$ cat src/rtl/mc_ctrl_pkg.sv
// mc_ctrl_pkg: shared encodings for the multi-cycle MIPS-subset control unit
// and the datapath it drives (state enum, opcodes, functs, ALU/extension
// codes and mux select codes).
package mc_ctrl_pkg;

  typedef enum logic [3:0] {
    S_FETCH,
    S_DECODE,
    S_EXEC_R,
    S_EXEC_I,
    S_MEM_ADDR,
    S_MEM_RD,
    S_MEM_WR,
    S_WB_ALU,
    S_WB_MEM,
    S_BRANCH,
    S_JUMP,
    S_JR
  } state_t;

  // Instruction class produced by the decoder and used for DECODE dispatch.
  typedef enum logic [2:0] {
    CLS_R,
    CLS_I,
    CLS_LOAD,
    CLS_STORE,
    CLS_BRANCH,
    CLS_JUMP,
    CLS_JR,
    CLS_ILLEGAL
  } instr_class_t;

  localparam logic [5:0] OP_RTYPE = 6'b000000;
  localparam logic [5:0] OP_J     = 6'b000010;
  localparam logic [5:0] OP_JAL   = 6'b000011;
  localparam logic [5:0] OP_BEQ   = 6'b000100;
  localparam logic [5:0] OP_BNE   = 6'b000101;
  localparam logic [5:0] OP_SLTI  = 6'b001010;
  localparam logic [5:0] OP_ORI   = 6'b001101;
  localparam logic [5:0] OP_LUI   = 6'b001111;
  localparam logic [5:0] OP_LW    = 6'b100011;
  localparam logic [5:0] OP_SW    = 6'b101011;

  localparam logic [5:0] FN_SLL  = 6'b000000;
  localparam logic [5:0] FN_SRL  = 6'b000010;
  localparam logic [5:0] FN_JR   = 6'b001000;
  localparam logic [5:0] FN_ADD  = 6'b100000;
  localparam logic [5:0] FN_ADDU = 6'b100001;
  localparam logic [5:0] FN_SUB  = 6'b100010;
  localparam logic [5:0] FN_SUBU = 6'b100011;
  localparam logic [5:0] FN_AND  = 6'b100100;
  localparam logic [5:0] FN_OR   = 6'b100101;
  localparam logic [5:0] FN_SLT  = 6'b101010;

  localparam int ALU_OP_BITS = 5;
  localparam logic [ALU_OP_BITS-1:0] ALU_ADD  = 5'd0;
  localparam logic [ALU_OP_BITS-1:0] ALU_ADDU = 5'd1;
  localparam logic [ALU_OP_BITS-1:0] ALU_SUB  = 5'd2;
  localparam logic [ALU_OP_BITS-1:0] ALU_SUBU = 5'd3;
  localparam logic [ALU_OP_BITS-1:0] ALU_AND  = 5'd4;
  localparam logic [ALU_OP_BITS-1:0] ALU_OR   = 5'd5;
  localparam logic [ALU_OP_BITS-1:0] ALU_SLL  = 5'd6;
  localparam logic [ALU_OP_BITS-1:0] ALU_SRL  = 5'd7;
  localparam logic [ALU_OP_BITS-1:0] ALU_SLT  = 5'd8;
  localparam logic [ALU_OP_BITS-1:0] ALU_EQL  = 5'd9;
  localparam logic [ALU_OP_BITS-1:0] ALU_BNE  = 5'd10;

  localparam int EXT_BITS = 2;
  localparam logic [EXT_BITS-1:0] EXT_ZERO = 2'd0;
  localparam logic [EXT_BITS-1:0] EXT_SIGN = 2'd1;
  localparam logic [EXT_BITS-1:0] EXT_HIGH = 2'd2;

  localparam logic [1:0] PC_SRC_ALU    = 2'd0;
  localparam logic [1:0] PC_SRC_ALUOUT = 2'd1;
  localparam logic [1:0] PC_SRC_JUMP   = 2'd2;
  localparam logic [1:0] PC_SRC_RS     = 2'd3;

  localparam logic [1:0] SRC_B_REG     = 2'd0;
  localparam logic [1:0] SRC_B_FOUR    = 2'd1;
  localparam logic [1:0] SRC_B_EXT     = 2'd2;
  localparam logic [1:0] SRC_B_EXT_SH2 = 2'd3;

  localparam logic [1:0] DST_RT = 2'd0;
  localparam logic [1:0] DST_RD = 2'd1;
  localparam logic [1:0] DST_RA = 2'd2;

  localparam logic [1:0] WB_ALUOUT = 2'd0;
  localparam logic [1:0] WB_MDR    = 2'd1;
  localparam logic [1:0] WB_PC     = 2'd2;

endpackage

$ cat src/rtl/mc_alu_dec.sv
// mc_alu_dec: combinational opcode/funct decode into instruction class,
// execute-phase ALU op and immediate extension mode, plus legality.
// Optional feature macro: MC_CTRL_JAL_EN (accepts JAL and JR).
module mc_alu_dec
  import mc_ctrl_pkg::*;
(
  input  logic [5:0]             opcode,
  input  logic [5:0]             funct,
  output instr_class_t           cls,
  output logic [ALU_OP_BITS-1:0] alu_op,
  output logic [EXT_BITS-1:0]    ext_op,
  output logic                   legal
);

  // Map the IR fields to a class and the operation used in EXEC/BRANCH.
  always_comb begin
    cls    = CLS_ILLEGAL;
    alu_op = ALU_ADD;
    ext_op = EXT_ZERO;
    case (opcode)
      OP_RTYPE: begin
        cls = CLS_R;
        case (funct)
          FN_ADDU: alu_op = ALU_ADDU;
          FN_SUBU: alu_op = ALU_SUBU;
          FN_ADD:  alu_op = ALU_ADD;
          FN_SUB:  alu_op = ALU_SUB;
          FN_AND:  alu_op = ALU_AND;
          FN_OR:   alu_op = ALU_OR;
          FN_SLL:  alu_op = ALU_SLL;
          FN_SRL:  alu_op = ALU_SRL;
          FN_SLT:  alu_op = ALU_SLT;
`ifdef MC_CTRL_JAL_EN
          FN_JR:   cls = CLS_JR;
`endif
          default: cls = CLS_ILLEGAL;
        endcase
      end
      OP_ORI: begin
        cls    = CLS_I;
        alu_op = ALU_OR;
        ext_op = EXT_ZERO;
      end
      OP_SLTI: begin
        cls    = CLS_I;
        alu_op = ALU_SLT;
        ext_op = EXT_SIGN;
      end
      OP_LUI: begin
        cls    = CLS_I;
        alu_op = ALU_ADDU;
        ext_op = EXT_HIGH;
      end
      OP_LW: begin
        cls    = CLS_LOAD;
        ext_op = EXT_SIGN;
      end
      OP_SW: begin
        cls    = CLS_STORE;
        ext_op = EXT_SIGN;
      end
      OP_BEQ: begin
        cls    = CLS_BRANCH;
        alu_op = ALU_EQL;
      end
      OP_BNE: begin
        cls    = CLS_BRANCH;
        alu_op = ALU_BNE;
      end
      OP_J:   cls = CLS_JUMP;
`ifdef MC_CTRL_JAL_EN
      OP_JAL: cls = CLS_JUMP;
`endif
      default: cls = CLS_ILLEGAL;
    endcase
    legal = (cls != CLS_ILLEGAL);
  end

endmodule

$ cat src/rtl/mc_ctrl.sv
// mc_ctrl: multi-cycle Moore control FSM for the MIPS-subset datapath with a
// handshaked memory port, retired-instruction counter and sticky illegal flag.
// Optional feature macro: MC_CTRL_JAL_EN (adds JAL via JUMP and JR state).
module mc_ctrl
  import mc_ctrl_pkg::*;
#(
  parameter int ALUOP_W = 5,
  parameter int EXT_W   = 2,
  parameter int CNT_W   = 32
) (
  input  logic               clk,
  input  logic               rst_n,
  input  logic [5:0]         opcode,
  input  logic [5:0]         funct,
  input  logic               mem_ready,
  output logic               mem_req,
  output logic               mem_we,
  output logic               i_or_d,
  output logic               ir_wr,
  output logic               pc_wr,
  output logic               pc_wr_cond,
  output logic [1:0]         pc_src,
  output logic               alu_src_a,
  output logic [1:0]         alu_src_b,
  output logic [ALUOP_W-1:0] alu_ctrl,
  output logic [EXT_W-1:0]   ext_op,
  output logic [1:0]         reg_dst,
  output logic [1:0]         wb_sel,
  output logic               reg_wr,
  output logic               illegal,
  output logic [CNT_W-1:0]   instr_cnt
);

  state_t                 state;
  state_t                 next_state;
  instr_class_t           cls;
  logic [ALU_OP_BITS-1:0] dec_alu;
  logic [EXT_BITS-1:0]    dec_ext;
  logic                   legal;
  logic [ALU_OP_BITS-1:0] alu_op;
  logic [EXT_BITS-1:0]    ext_sel;
  logic                   req;
  logic                   retire;
  logic [CNT_W-1:0]       cnt_q;
  logic                   illegal_q;

  mc_alu_dec u_dec (
    .opcode (opcode),
    .funct  (funct),
    .cls    (cls),
    .alu_op (dec_alu),
    .ext_op (dec_ext),
    .legal  (legal)
  );

  // State register; reset restarts the machine at instruction fetch.
  always_ff @(posedge clk or negedge rst_n) begin
    if (!rst_n) state <= S_FETCH;
    else        state <= next_state;
  end

  // Next-state logic: memory states wait for the handshake, DECODE dispatches.
  always_comb begin
    next_state = state;
    case (state)
      S_FETCH: if (mem_ready) next_state = S_DECODE;
      S_DECODE: begin
        case (cls)
          CLS_R:      next_state = S_EXEC_R;
          CLS_I:      next_state = S_EXEC_I;
          CLS_LOAD:   next_state = S_MEM_ADDR;
          CLS_STORE:  next_state = S_MEM_ADDR;
          CLS_BRANCH: next_state = S_BRANCH;
          CLS_JUMP:   next_state = S_JUMP;
          CLS_JR:     next_state = S_JR;
          default:    next_state = S_FETCH;
        endcase
      end
      S_EXEC_R:   next_state = S_WB_ALU;
      S_EXEC_I:   next_state = S_WB_ALU;
      S_MEM_ADDR: next_state = (cls == CLS_STORE) ? S_MEM_WR : S_MEM_RD;
      S_MEM_RD:   if (mem_ready) next_state = S_WB_MEM;
      S_MEM_WR:   if (mem_ready) next_state = S_FETCH;
      default:    next_state = S_FETCH;
    endcase
  end

  // Output decode from the current state (plus handshake strobes in FETCH).
  always_comb begin
    req        = 1'b0;
    mem_we     = 1'b0;
    i_or_d     = 1'b0;
    ir_wr      = 1'b0;
    pc_wr      = 1'b0;
    pc_wr_cond = 1'b0;
    pc_src     = PC_SRC_ALU;
    alu_src_a  = 1'b0;
    alu_src_b  = SRC_B_REG;
    alu_op     = ALU_ADD;
    ext_sel    = EXT_ZERO;
    reg_dst    = DST_RT;
    wb_sel     = WB_ALUOUT;
    reg_wr     = 1'b0;
    retire     = 1'b0;
    case (state)
      S_FETCH: begin
        req       = 1'b1;
        alu_src_b = SRC_B_FOUR;
        ir_wr     = mem_ready & rst_n;
        pc_wr     = mem_ready & rst_n;
      end
      S_DECODE: begin
        alu_src_b = SRC_B_EXT_SH2;
        ext_sel   = EXT_SIGN;
      end
      S_EXEC_R: begin
        alu_src_a = 1'b1;
        alu_op    = dec_alu;
      end
      S_EXEC_I: begin
        alu_src_a = 1'b1;
        alu_src_b = SRC_B_EXT;
        alu_op    = dec_alu;
        ext_sel   = dec_ext;
      end
      S_MEM_ADDR: begin
        alu_src_a = 1'b1;
        alu_src_b = SRC_B_EXT;
        ext_sel   = EXT_SIGN;
      end
      S_MEM_RD: begin
        req    = 1'b1;
        i_or_d = 1'b1;
      end
      S_MEM_WR: begin
        req    = 1'b1;
        mem_we = 1'b1;
        i_or_d = 1'b1;
        retire = mem_ready;
      end
      S_WB_ALU: begin
        reg_wr  = 1'b1;
        reg_dst = (opcode == OP_RTYPE) ? DST_RD : DST_RT;
        retire  = 1'b1;
      end
      S_WB_MEM: begin
        reg_wr = 1'b1;
        wb_sel = WB_MDR;
        retire = 1'b1;
      end
      S_BRANCH: begin
        alu_src_a  = 1'b1;
        pc_wr_cond = 1'b1;
        pc_src     = PC_SRC_ALUOUT;
        alu_op     = dec_alu;
        retire     = 1'b1;
      end
      S_JUMP: begin
        pc_wr  = 1'b1;
        pc_src = PC_SRC_JUMP;
        retire = 1'b1;
`ifdef MC_CTRL_JAL_EN
        if (opcode == OP_JAL) begin
          reg_wr  = 1'b1;
          reg_dst = DST_RA;
          wb_sel  = WB_PC;
        end
`endif
      end
      S_JR: begin
        pc_wr  = 1'b1;
        pc_src = PC_SRC_RS;
        retire = 1'b1;
      end
      default: ;
    endcase
  end

  // The request is gated by reset so an in-flight access is abandoned at once.
  assign mem_req   = req & rst_n;
  assign alu_ctrl  = ALUOP_W'(alu_op);
  assign ext_op    = EXT_W'(ext_sel);
  assign illegal   = illegal_q;
  assign instr_cnt = cnt_q;

  // Retired-instruction counter and sticky illegal-instruction flag.
  always_ff @(posedge clk or negedge rst_n) begin
    if (!rst_n) begin
      cnt_q     <= '0;
      illegal_q <= 1'b0;
    end else begin
      if (retire) cnt_q <= cnt_q + CNT_W'(1);
      if ((state == S_DECODE) && !legal) illegal_q <= 1'b1;
    end
  end

endmodule

$ cat config.mk
export PLATFORM = sky130hd
export DESIGN_NAME = mc_ctrl
export DESIGN_NICKNAME = d
export VERILOG_FILES = /design/src/rtl/mc_ctrl_pkg.sv /design/src/rtl/mc_alu_dec.sv /design/src/rtl/mc_ctrl.sv
export SDC_FILE = /design/constraint.sdc
export NUM_CORES = 1
export LEC_CHECK = 0
export CAP_MARGIN = 10
export CORE_MARGIN = 3
export CORE_UTILIZATION = 49
export DETAILED_ROUTE_END_ITERATION = 7
export PLACE_DENSITY = 0.81
export SLEW_MARGIN = 30
export SYNTH_ARGS = -nofsm -noshare
export SYNTH_HDL_FRONTEND = slang
export SYNTH_HIERARCHICAL = 1
export SYNTH_SLANG_ARGS = --single-unit
$ cat constraint.sdc
create_clock -name clk -period 2.19 [get_ports clk]
set_clock_uncertainty 0.05 [all_clocks]
set_input_delay 0.219 -clock clk [delete_from_list [all_inputs] [get_ports clk]]
set_output_delay 0.219 -clock clk [all_outputs]
set_load 0.01 [all_outputs]
==> impl_results.md <==
- Outcome: finished, final reports clean
- Root Buffer: clkbuf_8
- Placer's final routability congestion estimate: approximately 0.89
- Highest ir drop seen on vdd: 0.000666 V
- P_leak: about 1.6 nW
- Crit path from: opcode[1]
- CP Data Arrival Time: 2300 ps
- First-pass GRT wire length: 11,700 um
- Vias in the first global route: about 2,400
- Clock transition at path regs: ~80 ps
- Pins Over Slew Limit: 0
- CTS tree: done
- Initial DRC count: 258
- Relative max-transition margin: 59.7%
- # clock sinks: 37
- Most common cell after layout, fill and taps aside: buf_4
- Antenna-violating nets left: 0
- Hold Fails Final Rpt: 0
- M1 WL: 3350 um
- Fin area: 3850 um^2
- Number of max-cap violations: 0
- Seq cells post-synth: 37
- WL per Instance: 16.8 um
- Global route overflow: 0
- Critical Path Start Type: input pin
- Post-synth ARST share: 100%
- Layout net count: slightly above 400
- Die Ht: 78.6 um
- Synthesis-to-finish area growth: 48.9%
- Power Density: 741 nW/um^2
- Yosys warns: 6
- Top FF cell, synth: dfrtp_1
- DP HPWL: 5170 um
- Post-Place Setup Slack: -595 ps
- Detail Route met3 WL: 426 um
- Hold Crit Class: register to register
- Top sig layer: met4
- Setup violators final: 0
- CP endpoint kind: register
- Router iterations before antenna repair: 5
- Synth top area cells: dfrtp_1 (36%), xor2_1 (7.5%), nor3_1 (3.5%)
- Antenna cells: 0
- Yosys top cell area share: between 30% and 40%
- Setup TNS: 0 ps
- CTS Buffer Depth: 2
- # DRC: 0
- Largest net degree at the start of global routing: 38
- Share of layout cells above drive strength 1: 28.6%
- Flop2flop setup slack: 110 ps
- Reg2reg start: state[3]
- Final core occ: 78.3%
- Met2 routed WL: around 3800 um
- Drt total wl: around 7800 um
- Synth unique cells: 55
- Hold_ws: 416 ps
- Commonest cells after routing, fill and taps aside: buf_4 (46), clkdlybuf4s50_1 (44), dfrtp_1 (34), xor2_1 (22), nand2_1 (21)
- Total CTS buffers: 5
- Post-synthesis area per instance: 9.06 um^2
- Later-pin clock latency in the skew report: 290 ps
- Synth Cell Area: about 2600 um^2
- Cell taking the most area after synthesis: dfrtp_1
- Via-to-Cell Ratio: 5.77
- Filler Cells Inserted: roughly 330
- Max H-tree Level: 2
- Initial core utilization: 52.6%
- Worst Path Required: 2340 ps
- Crit path max fanout: 4
- Initial antenna violation count: 0
- Crit path time final: 2150 ps
- Global-route usage over all layers: 23.5%
- Vias: 2,664
- Max frequency: ~0.47 GHz
- Die ar.: 6180 um^2
- Fin crit share: 98.0%
- WS Path Type: input pin to register
- Synth Instances: 285
- Placed Area: 3530 um^2
- Port Buf Inserts: 67
- Io pins: 71
- Post-synthesis sequential area ratio: 35.9%
- Hold wc startpoint: instr_cnt[31]
- CORE AREA: a little under 5000 um^2
- Worst slew pin tran: between 600 and 700 ps
- Post-synth EDFFs: 0
- # rows: 25
- Worst Slack Setup Final: 43.2 ps
- Die X: between 70 and 80 um
[worst max-delay path: stages]
cell	delay, ps
clkdlybuf4s15_1	190
nor2_2	130
buf_4	130
buf_4	100
o21ai_1	50
a21oi_1	190
nor2_2	70
or4_4	570
buf_4	170
a211oi_1	270
a21oi_1	80
nor3_1	140
[layer usage]
metal | GRT usage, % | vias to the layer above
li1 | - | 1248
met1 | 32.7 | 1275
met2 | 38.9 | 120
met3 | 3.33 | 21
met4 | 5.07 | 0
met5 | 0 | -
[area by class of cell]
class / count / area [um^2] / share of cell area (%)
Multi-Input combinational cell: 226 / 1650 / 43.0
Timing Repair Buffer: 117 / 1020 / 26.4
Sequential cell: 37 / 930 / 24.2
Tap cell: 67 / 83.8 / 2.18
Clock buffer: 5 / 68.8 / 1.79
Clock inverter: 3 / 68.8 / 1.79
Inverter: 7 / 26.3 / 0.683
[per-stage QoR]
stage	cells	total power [mW]
after global routing	462	2.98
after global placement	443	1.99
after CTS	457	2.75
final	462	2.85
after detailed placement	443	2.02
after floorplan	286	1.47
[cells in the mapped netlist, drive strengths merged, types with 5 or more instances]
cell type and instances:
a21oi 12, inv 7, nor4 10, and4 7, xnor2 9, and3 5
nor2 23, o21ai 14, nand2b 7, xor2 22, buf 12, nor3b 5
nand4 13, nand2 21, and2 9, dfrtp 37, nor3 18, nand3 9
[state kept, by name, indices dropped and copies added, names as in the netlist]
name and flops:
illegal 1, instr_cnt 32, state 4
[cells by family after synthesis]
family | after synthesis | synth area share, %
xor+xnor | 31 | 10.5
compound gates | 44 | 10.9
other cells | 2 | 0.291
mux | 1 | 0.388
simple gates | 146 | 36.6
flops | 37 | 35.9
fa+ha+maj | 1 | 0.484
buf+inv | 23 | 4.99
[power breakdown]
part / leakage, nW / switching [mW] / internal (mW)
Combinational: 1.17 / 0.676 / 0.602
Clock: 0.0687 / 0.261 / 0.459
Sequential: 0.408 / 0.103 / 0.751
[worst paths after layout]
check                      cells past startpoint       endpoint
max in group asynchronous                      3       state[3]
min in group asynchronous                      3       state[1]
min                                            1  instr_cnt[31]
max reg2reg                                    5  instr_cnt[25]
min reg2reg                                    1  instr_cnt[31]
max                                           12       state[3]
[repair_timing]
action	CTS	global route
endpoints found under the hold margin	37	0
gates cloned	0	0
hold buffers	1	0
endpoints found under the setup margin	15	10
resized for setup	43	36
buffers inserted	5	5
pin swaps	14	15
(Power assumes the default switching activity.)
